### config.mk
export PLATFORM = sky130hd
export DESIGN_NAME = w_debounce
export DESIGN_NICKNAME = d
export VERILOG_FILES = /design/src/rtl/w_debounce.sv
export SDC_FILE = /design/constraint.sdc
export NUM_CORES = 1
export LEC_CHECK = 0
export ABC_AREA = 1
export CAP_MARGIN = 10
export CORE_MARGIN = 2
export CORE_UTILIZATION = 40
export DETAILED_ROUTE_END_ITERATION = 10
export GPL_TIMING_DRIVEN = 0
export PLACE_DENSITY = 0.64
export SLEW_MARGIN = 20
export SYNTH_ARGS = -nofsm -noshare
export SYNTH_HDL_FRONTEND = slang
export SYNTH_SLANG_ARGS = --single-unit
### constraint.sdc
create_clock -name clk -period 1.38 [get_ports clk]
set_input_delay 0.276 -clock clk [delete_from_list [all_inputs] [get_ports clk]]
set_output_delay 0.276 -clock clk [all_outputs]
set_load 0.01 [all_outputs]
### src/rtl/w_debounce.sv
// rtl/w_debounce.sv - two-flop synchronizer plus 4-state debounce FSM producing a clean w level and edge strobes
module w_debounce #(
    parameter int DEBOUNCE = 4,
    parameter int CNT_W    = 16
) (
    input  logic       clk,
    input  logic       rst,
    input  logic       btn_raw,
    output logic       w,
    output logic       w_rise,
    output logic       w_fall,
    output logic [1:0] state_dbg
);

    typedef enum logic [1:0] {
        LOW   = 2'b00,
        CHK_H = 2'b01,
        HIGH  = 2'b10,
        CHK_L = 2'b11
    } state_t;

    localparam logic [CNT_W-1:0] CNT_LAST = CNT_W'(DEBOUNCE - 1);
    localparam logic [CNT_W-1:0] CNT_ONE  = CNT_W'(1);

    state_t           state;
    logic             s1;
    logic             s2;
    logic [CNT_W-1:0] cnt;

    // The first sample of a new level is taken in LOW/HIGH, so the check
    // states accept once cnt has reached DEBOUNCE-1 with the level still held.
    always_ff @(posedge clk) begin
        if (!rst) begin
            s1     <= 1'b0;
            s2     <= 1'b0;
            cnt    <= '0;
            w      <= 1'b0;
            w_rise <= 1'b0;
            w_fall <= 1'b0;
            state  <= LOW;
        end else begin
            s1     <= btn_raw;
            s2     <= s1;
            w_rise <= 1'b0;
            w_fall <= 1'b0;
            case (state)
                LOW: begin
                    if (s2) begin
                        state <= CHK_H;
                        cnt   <= CNT_ONE;
                    end else begin
                        cnt   <= '0;
                    end
                end
                CHK_H: begin
                    if (!s2) begin
                        state  <= LOW;
                        cnt    <= '0;
                    end else if (cnt == CNT_LAST) begin
                        state  <= HIGH;
                        cnt    <= '0;
                        w      <= 1'b1;
                        w_rise <= 1'b1;
                    end else begin
                        cnt    <= cnt + CNT_ONE;
                    end
                end
                HIGH: begin
                    if (!s2) begin
                        state <= CHK_L;
                        cnt   <= CNT_ONE;
                    end else begin
                        cnt   <= '0;
                    end
                end
                CHK_L: begin
                    if (s2) begin
                        state  <= HIGH;
                        cnt    <= '0;
                    end else if (cnt == CNT_LAST) begin
                        state  <= LOW;
                        cnt    <= '0;
                        w      <= 1'b0;
                        w_fall <= 1'b1;
                    end else begin
                        cnt    <= cnt + CNT_ONE;
                    end
                end
                default: begin
                    state <= LOW;
                    cnt   <= '0;
                end
            endcase
        end
    end

    assign state_dbg = state;

endmodule

Yosys cells after proc, flatten, opt, wreduce, memory -nomap -nowiden
Cells that the tools add are included.
- flip-flop bits (word level): 23
- bits in latches: 0
- memory bits (writable): 0
- memory bits (read-only): 0
- logic and storage cells: 47
- memories: 0
- $add $sub $neg: 1
- $mul: 0
- divide/modulo/power cells: 0
- order comparisons: 0
- eq/ne operators: 12
- shifts and indexed selects: 0
- muxes and demuxes: 19
- bitwise logic cells: 2
- reductions and logical operators: 6
- operators with widths (operator ; count):
    $pmux W16 S4 ; 1
    $mux W16 ; 3
    $add A16 B1 Y16 const B ; 1
    $eq A16 B2 Y1 const B ; 1
    $mux W2 ; 6
    $ne A2 B2 Y1 const B ; 6
    $pmux W2 S4 ; 1
    $mux W1 ; 7
    $ne A3 B3 Y1 const B ; 2
    $reduce_and A5 Y1 ; 1
    $eq A2 B2 Y1 const B ; 2
    $reduce_and A4 Y1 ; 1
    $reduce_and A3 Y1 ; 1
    $reduce_or A3 Y1 ; 1
    $eq A2 B1 Y1 const B ; 1
    $logic_not A2 Y1 ; 1
    $not A1 Y1 ; 2
    $pmux W1 S2 ; 1
    $reduce_bool A2 Y1 ; 1

Depth between registers and ports, before layout
Gate-level depths: netlist of the first run.
- depth after elaboration: 4
- mapped depth: 11
- gate-level depth less buffers: 11

Worst setup path before layout of the first run
OpenSTA, ideal clock, no wires.
- path type: register -> register
- from: reg cnt[0]
- to: reg cnt[10]
- arrival time: 1213 ps
- setup slack: 52 ps
- cell stages (with the launch flop): 12
- path buffers: 1
- cell sequence: dfxtp_1 ha_1 inv_1 nor2_1 nand2_1 nor2_1 nand2_2 nand2_2 inv_1 nand2_1 buf_6 nor2_1
- longest elaborated chain between the ends: 4
- RTL lines (what ; line ; RTL):
    start: declaration ; 28 ; logic [CNT_W-1:0] cnt;
    start signal: assignment ; 65 ; cnt <= cnt + CNT_ONE;
    start signal: assignment ; 86 ; cnt <= cnt + CNT_ONE;
    $add A16 B1 Y16 / $eq A16 B2 Y1 (equally long branches) ; -- ;
    $mux W16 * ; 59, 80 ;
    $mux W16, on equally long branches ; 77, 56 ;
    $pmux W16 S4 * ; 46 ; case (state)
Every way passes the cells marked *; elsewhere a longest branch is shown, timed or not.
A chain may end at the register's enable or synchronous reset.

Worst setup path in the final report of the first run
- from: reg cnt[0]
- to: reg cnt[8]
Same word-level chain as after synthesis.

==> impl_results.md, run 1 <==
* Total wire length at 2200 µm
* Post-synth EDFFs at 0
* Vias in the first global route at 938
* Largest net degree at the start of global routing at 15
* Hold_ws at 0.209 ns
* Total CTS buffers at 3
* Setup ws final at 0.0381 ns
* Top_reg_cell synth: dfxtp_1
* Final period util at 0.972
* Place WS at -0.103 ns
* Final Max Slew Viols at 0
* CP endpoint kind: register
* Post-route DRC at 0
* Synth Instances at 157
* CTS Buffer Depth at 2
* Top-count cell post-synth: nor2_1
* Die H at 56.9 µm
* Htree depth at 1
* Least-Margin Pin Slew at 0.268 ns
* Internal Power at 0.838 mW
* Pre-antenna DRT Iters at 4
* Port buffer count at 6
* P&R area growth vs syn at 20.3%
* Sequential-to-total area share from yosys stat at 0.411
* Skew-Pair Late Insertion Delay at 0.32 ns
* Mapped Nets at 161
* Logic pwr share at 0.093
* Switching power at 0.313 mW
* Slowest stage delay, CP at 0.38 ns
* Netlist cell types at 25
* Pwr/cell area at 854 nW/µm²
* Clk_skew at 0.00163 ns
* First-pass GRT wire length at 3840 µm
* Row Count at 19
* CP max FO at 5
* Post-synth top cells: 37 x nor2_1, 32 x nand2_1, 23 x dfxtp_1, 19 x inv_1, 9 x nand3_1
* Proportion of layout cells with a drive suffix above 1 at 0.263
* Synth Register Bits at 23
* Top post-synthesis cells by area: dfxtp_1 41%, nor2_1 12%, nand2_1 11%
* Status: finished clean
* Starting density of the core at 0.414
* Area leader, netlist: dfxtp_1
* CTS tree: done
* MaxCap Viol Count at 0
* Initial antenna violation count at 0
* Seq pwr share at 0.613
* Die width at 56.9 µm
* Post-Route M1 WL at 990 µm
* P_leak at 0.550 nW
* VDD IR max at 732 µV
* Tightest Hold Check Type: in -> reg
* DP HPWL at 1570 µm
* Tot GR Track Use at 0.149
* Final hold vios at 0
* Vias per std cell at 4.87
* RSZ-0062 raised after global routing: yes
* Synth top area share at 0.411
* Ports at 8
* Syn avg cell area at 7.14 µm²
* Final setup fails at 0
* Root Driver: clkbuf_4
* ANT nets after route at 0
* Metal3 WL at 95 µm
* Clock slew at reported path FFs at 0.14 ns
* Die ar. at 3240 µm²
* Overflow after GRT at 0
* YS warnings at 0
* Clock share of power at 0.294
* Post-Layout Cell Count at 202
* Critical path arrival at 1.58 ns
* Critical Path RT at 1.62 ns
* Async set or reset register ratio after synthesis at 0
* Worst setup SP type: register
* Final Total Pwr at 1.15 mW
* Met2 wire len at 1100 µm
* Via count at 983
* Detailed Route Iter0 Violations at 23
* Worst path cell trace: ha_4 -> inv_2 -> nor2_1 -> nand2_1 -> nor2_1 -> nand2_2 -> nand2_2 -> inv_2 -> nand2_4 -> buf_6 -> nor3_2
* Top sig layer: met4
* Core area at 2710 µm²
* Placed cell count at 194
* Min cycle time layout at 1.34 ns
* Routed len/inst at 10.9 µm
* GPL Wtd Cong at 0.748
* Area of the mapped netlist at 1120 µm²
* N_diodes at 0
* Critical-path top delay cell: dfxtp_2
* Switching part of the total at 0.272
* Crit Path Class: reg -> reg
* TNS Setup at 0 ns
* Hold-fix buffers, CTS at 0
* Worst relative slew slack at 0.821
* Clk sinks at 23
* FMAX at 745 MHz
* Final nets at 176
## metrics by stage
step	cell area (µm²)	util
finish	1350	0.498
global route	1350	0.498
CTS	1290	0.478
detailed placement	1220	0.450
global placement	1220	0.450
floorplan	1120	-
## kinds of logic (layout without fill, tap and decap cells)
family                     count (synthesis)  after routing  share of synthesized area
AOI/OAI and AO/OA                          9              9                     0.0469
xor gates and xnor gates                   5              5                     0.0391
adders and majority gates                  1              1                     0.0112
buffers and inverters                     23             37                     0.0848
DFF                                       23             23                      0.411
and+or+nand+nor                           96             96                      0.407
## final cells by class
class | instances | area [µm²]
fill | 292 | 1360
multi-input combinational | 111 | 617
sequential | 23 | 474
timing repair buffer | 10 | 91.3
inverter | 21 | 81.3
tap | 31 | 38.8
clock buffer | 3 | 22.5
buffer | 2 | 16.3
clock inverter | 1 | 7.51
## final timing paths
path                             start     end  slack, ns  cells past startpoint
worst max-delay path            cnt[0]  cnt[8]       0.04                     11
worst min-delay path               rst      s2       0.21                      3
worst max register to register  cnt[0]  cnt[8]       0.04                     11
worst min register to register      s1      s2       0.42                      2
## worst max-delay path, delay by kind of cell (launching register included)
family,cells,cell delay (ns)
adder cells (fa/ha/maj),1,0.14
AND/OR/NAND/NOR,7,0.51
buffers and inverters,3,0.22
flip-flops,1,0.38
## layout by cell type (no fill, tap or decap), types with 5 or more instances in the layout
cell           instances
dfxtp_2                5
nand2_2                5
dfxtp_1               16
inv_1                 17
nand3_1                9
nor2_1                32
dlygate4sd2_1          5
nor2_2                 6
nand2_1               29
## flip-flops by register name, indices dropped and copies added (netlist names), named ones only
| signal | flops |
|---|---|
| state_dbg | 1 |
| s1 | 1 |
| s2 | 1 |
| w | 1 |
| w_rise | 1 |
| w_fall | 1 |
| cnt | 16 |
## metal layers
metal / vias up / global-route usage
li1: 511 / -
met1: 449 / 0.182
met2: 21 / 0.253
met3: 2 / 0.0476
met4: 0 / 0.0399
met5: - / 0
## power groups by stage
stage               registers, mW  logic [mW]  clock network (mW)
global route                0.709       0.121               0.375
global placement            0.710      0.0879                   0
finish                      0.706       0.107               0.338
detailed placement          0.711      0.0913                   0
floorplan                   0.712      0.0566                   0
CTS                         0.701      0.0915               0.347
## what timing repair did
item | CTS | global route
buffers inserted | 2 | 1
resized for setup | 16 | 18
hold endpoints to repair | 0 | 0
pin swaps | 2 | 2
setup endpoints to repair | 20 | 17
gates cloned | 1 | 0
No activity file was read; power rests on OpenSTA's default activity.
==> inputs of run 2 (changes only) <==
--- a/config.mk
+++ b/config.mk
@@ -10,8 +10,8 @@
 export CORE_MARGIN = 2
 export CORE_UTILIZATION = 40
 export DETAILED_ROUTE_END_ITERATION = 10
-export GPL_TIMING_DRIVEN = 0
-export PLACE_DENSITY = 0.64
+export DONT_BUFFER_PORTS = 1
+export PLACE_DENSITY = 0.6
 export SLEW_MARGIN = 20
 export SYNTH_ARGS = -nofsm -noshare
 export SYNTH_HDL_FRONTEND = slang
==> run 2 against run 1 <==
  * Core utilization decreased by 0.32 points
  * Fmax increased by 1.5%
  * Clock-buffer cell count unchanged
  * Power decreased by 3.0%
  * Clock skew increased by 0.0052 ns
  * Sequential power about the same
  * Sequential share of layout area about the same
  * Non-clock buffer count increased by 2
  * Largest cell class unchanged
==> impl_results.md, run 2 (synthesized netlist as in run 1, its figures left out) <==
* Pwr/cell area at 833 nW/µm²
* Proportion of layout cells with a drive suffix above 1 at 0.295
* CTS tree: done
* CP max FO at 6
* Row Count at 19
* Status: finished clean
* Min cycle time layout at 1.32 ns
* Final period util at 0.958
* Initial antenna violation count at 0
* Post-Layout Cell Count at 204
* FMAX at 757 MHz
* Final Total Pwr at 1.12 mW
* Die ar. at 3240 µm²
* P_leak at 0.536 nW
* Critical Path RT at 1.61 ns
* Place WS at -0.00866 ns
* DP HPWL at 1710 µm
* Total CTS buffers at 3
* Critical-path top delay cell: dfxtp_1
* MaxCap Viol Count at 0
* Core area at 2710 µm²
* Via count at 984
* Clock share of power at 0.276
* RSZ-0062 raised after global routing: yes
* Setup ws final at 0.0584 ns
* Switching part of the total at 0.251
* P&R area growth vs syn at 19.5%
* Internal Power at 0.836 mW
* Clk_skew at 0.00685 ns
* VDD IR max at 552 µV
* Tot GR Track Use at 0.152
* Vias in the first global route at 977
* Skew-Pair Late Insertion Delay at 0.31 ns
* Die H at 56.9 µm
* Ports at 8
* Starting density of the core at 0.414
* CTS Buffer Depth at 2
* Die width at 56.9 µm
* Total wire length at 2220 µm
* Worst relative slew slack at 0.828
* Vias per std cell at 4.82
* Pre-antenna DRT Iters at 5
* Final setup fails at 0
* Commonest non-fill, non-tap cell in the layout: nor2_1
* Detailed Route Iter0 Violations at 21
* Crit Path Class: reg -> reg
* Final hold vios at 0
* CP top delay family: simple AND/OR/NAND/NOR gates
* Tightest Hold Check Type: in -> reg
* Clk sinks at 23
* Logic pwr share at 0.094
* Post-route DRC at 0
* N_diodes at 0
* Final Max Slew Viols at 0
* Clock slew at reported path FFs at 0.13 ns
* Buf/Inv on CP at 3
* Max reg flops at 16
* Routed len/inst at 10.9 µm
* Layer with the highest usage: met2
* CP endpoint kind: register
* Placed cell count at 198
* Htree depth at 1
* Overflow after GRT at 0
* Met2 usage at 0.287
* Final nets at 178
* TNS Setup at 0 ns
* First-pass GRT wire length at 3910 µm
* Worst path cell trace: inv_1 -> o21ai_0 -> nor2_1 -> nand2_2 -> inv_2 -> nand2_2 -> buf_6 -> nor3_2
* Leading cell types in the layout, fill and taps excluded: 32 x nor2_1, 31 x nand2_1, 17 x inv_1
* Root Driver: clkbuf_4
* ANT nets after route at 0
* Met3 usage at 0.0317
* Slowest stage delay, CP at 0.38 ns
* Met1 usage at 0.165
* CP most frequent cell: nand2_2
* Least-Margin Pin Slew at 0.256 ns
* Critical path arrival at 1.55 ns
* Worst setup SP type: register
* GPL Wtd Cong at 0.876
* Largest register by flop count: cnt
* Port buffer count at 0
* Seq pwr share at 0.630
* Switching power at 0.280 mW
* Largest net degree at the start of global routing at 14
==> run 2: worst paths after layout <==
path,start,endpoint,slack [ns],cells after the start
worst max-delay path,s2,cnt[2],0.06,8
worst max register to register,s2,cnt[2],0.06,8
worst min register to register,s1,s2,0.43,2
worst min-delay path,rst,s1,0.05,2
==> run 2: stage by stage <==
stage | utilization | cell area, µm² | hold slack, ns
4_1_cts | 0.469 | 1270 | 0.0435
6_report | 0.494 | 1340 | 0.0521
3_3_place_gp | 0.455 | 1230 | 0.375
3_5_place_dp | 0.455 | 1230 | 0.376
2_1_floorplan | - | 1120 | 0.374
5_1_grt | 0.494 | 1340 | 0.0431
==> run 2: repair_timing <==
action / in CTS / in global routing
hold buffers: 0 / 0
resized for setup: 5 / 19
setup buffers: 0 / 2
endpoints found under the setup margin: 13 / 16
pin swaps: 0 / 3
==> run 2: power by group through the flow <==
stage / Clock, mW / Combinational, mW / Sequential (mW)
finish: 0.308 / 0.105 / 0.703
global route: 0.352 / 0.120 / 0.706
CTS: 0.322 / 0.0917 / 0.698
detailed placement: 0 / 0.0901 / 0.712
global placement: 0 / 0.0854 / 0.710
floorplan: 0 / 0.0566 / 0.712
==> run 2: final cells by class <==
cell class,instances,area [µm²]
repair buffers,14,113
multi-input cells,111,608
flip-flops and latches,23,472
clock buffers,3,22.5
inverters,21,81.3
fillers,275,1370
clock inverters,1,5.00
well taps,31,38.8
==> run 2: metal layers <==
layer	up-vias	wire length (µm)
met5	-	0
li1	514	-
met2	16	1190
met1	452	938
met3	2	73
met4	0	17
==> inputs of run 3 (changes only) <==
--- a/config.mk
+++ b/config.mk
@@ -11,7 +11,7 @@
 export CORE_UTILIZATION = 40
 export DETAILED_ROUTE_END_ITERATION = 10
 export DONT_BUFFER_PORTS = 1
-export PLACE_DENSITY = 0.6
+export PLACE_DENSITY = 0.67
 export SLEW_MARGIN = 20
 export SYNTH_ARGS = -nofsm -noshare
 export SYNTH_HDL_FRONTEND = slang
==> run 3 against run 2 <==
  * Core utilization is 0.42 points higher
  * Clock-buffer cell count stayed put
  * Non-clock buffer count is 3 lower
  * Sequential power hardly changed
  * Cell count is 1.5% lower
  * Hold slack worse by 0.011 ns
==> impl_results.md, run 3 (synthesized netlist as in run 1, its figures left out) <==
* Proportion of layout cells with a drive suffix above 1 at 0.306
* Hold-fix buffers, CTS at 0
* N_diodes at 0
* Row Count at 19
* Largest register by flop count: cnt
* Root Driver: clkbuf_4
* Final setup fails at 0
* CP endpoint kind: register
* R2r endpoint: cnt[13]
* Tightest Hold Check Type: in -> reg
* Critical path arrival at 1.60 ns
* Port buffer count at 0
* Total CTS buffers at 3
* Vias in the first global route at 864
* Worst setup SP type: register
* Final period util at 0.989
* GPL Wtd Cong at 0.808
* Tot GR Track Use at 0.147
* VDD IR max at 746 µV
* Crit Path Class: reg -> reg
* Final nets at 175
* Skew-Pair Late Insertion Delay at 0.32 ns
* Area after DPL at 1210 µm²
* Switching power at 0.292 mW
* DP HPWL at 1610 µm
* Worst R2R Path Depth at 11
* Worst Hold End: s2
* HP Start: rst
* MaxCap Viol Count at 0
* Post-route DRC at 0
* Seq pwr share at 0.621
* Logic pwr share at 0.094
* CTS tree: done
* Worst R2R Start: cnt[1]
* Switching part of the total at 0.259
* TNS Setup at 0 ns
* Fillers at 282
* Final instance area at 1350 µm²
* Min cycle time layout at 1.36 ns
* Clk sinks at 23
* Fin util at 0.499
* RSZ-0062 raised after global routing: yes
* Overflow after GRT at 0
* Final Total Pwr at 1.13 mW
* Clock slew at reported path FFs at 0.12 ns
* Detailed Route Iter0 Violations at 15
* Vias per std cell at 4.88
* Critical-path top delay cell: dfxtp_2
* Die ar. at 3240 µm²
* Largest net degree at the start of global routing at 14
* Final hold vios at 0
* Htree depth at 1
* P_leak at 0.540 nW
* Commonest non-fill, non-tap cell in the layout: nor2_1
* Critical Path RT at 1.61 ns
* Routed len/inst at 11.7 µm
* CTS Buffer Depth at 2
* Core area at 2710 µm²
* Status: finished clean
* Pre-antenna DRT Iters at 4
* ANT nets after route at 0
* Initial antenna violation count at 0
* First-pass GRT wire length at 3690 µm
* Starting density of the core at 0.414
* Least-Margin Pin Slew at 0.275 ns
* Worst Hold Path Cells at 2
* Clk_skew at 0.00775 ns
* Internal Power at 0.836 mW
* Worst path cell trace: ha_4 -> inv_2 -> nor2_2 -> nand2_1 -> nor2_2 -> nand2_2 -> nand2_4 -> inv_4 -> nand2_4 -> clkbuf_16 -> nor2_1
* Via count at 981
* P&R area growth vs syn at 20.5%
* Max reg flops at 16
* FMAX at 733 MHz
* Total wire length at 2360 µm
* Die H at 56.9 µm
* Reg-to-reg setup timing slack at 0.02 ns
* CP max FO at 5
* Die width at 56.9 µm
* Leading cell types in the layout, fill and taps excluded: 31 x nor2_1, 30 x nand2_1, 16 x inv_1, 16 x dfxtp_1
* Worst relative slew slack at 0.816
* Pwr/cell area at 835 nW/µm²
* Clock share of power at 0.285
* Ports at 8
* Slowest stage delay, CP at 0.38 ns
* Final Max Slew Viols at 0
==> run 3: critical path: cells and delay by family, from the launching register on <==
kind	cells	cell delay [ns]
simple gates	7	0.53
flops	1	0.38
buf+inv	3	0.22
fa+ha+maj	1	0.15
==> run 3: area by class of cell <==
cell class                 count  area [µm²]  area share
clock buffer                   3        22.5      0.0167
sequential                    23         469       0.347
inverter                      21        81.3      0.0602
clock inverter                 1        5.00     0.00370
tap                           31        38.8      0.0287
timing repair buffer          11         113      0.0833
multi-input combinational    111         622       0.460
==> run 3: stage by stage <==
step / setup WS [ns] / hold slack [ns] / std cells
6_report: 0.0154 / 0.0411 / 201
5_1_grt: -0.0703 / 0.0245 / 201
4_1_cts: -0.0000563 / 0.0334 / 197
3_5_place_dp: -0.0281 / 0.376 / 193
3_3_place_gp: 0.0460 / 0.375 / 193
2_1_floorplan: 0.0519 / 0.374 / 157
==> run 3: power groups by stage <==
stage                     clock network, mW  logic, mW  registers (mW)
after global placement                    0     0.0845           0.710
after floorplan                           0     0.0566           0.712
after CTS                             0.326     0.0895           0.699
after detailed placement                  0     0.0866           0.711
final                                 0.322      0.106           0.701
after global routing                  0.358      0.118           0.704
==> run 3: worst max-delay path by stage <==
stage / from / endpoint / cells after the start
floorplan: cnt[0] / cnt[10] / 11
global placement: cnt[0] / cnt[10] / 11
detailed placement: cnt[0] / cnt[9] / 11
CTS: cnt[0] / cnt[9] / 11
global route: cnt[1] / cnt[1] / 11
finish: cnt[1] / cnt[13] / 11
==> run 3: repair_timing <==
action,in CTS,in global routing
cloned,0,1
gates resized for setup,8,18
pin swaps,1,4
setup buffers,0,3
setup endpoints to repair,11,18
==> run 3: metal layers <==
metal / part of all wire / up-vias / track usage
met5: 0 / - / 0
met4: 0.015 / 0 / 0.0698
met3: 0.042 / 5 / 0.0476
met2: 0.50 / 16 / 0.241
met1: 0.45 / 450 / 0.175
li1: - / 510 / -
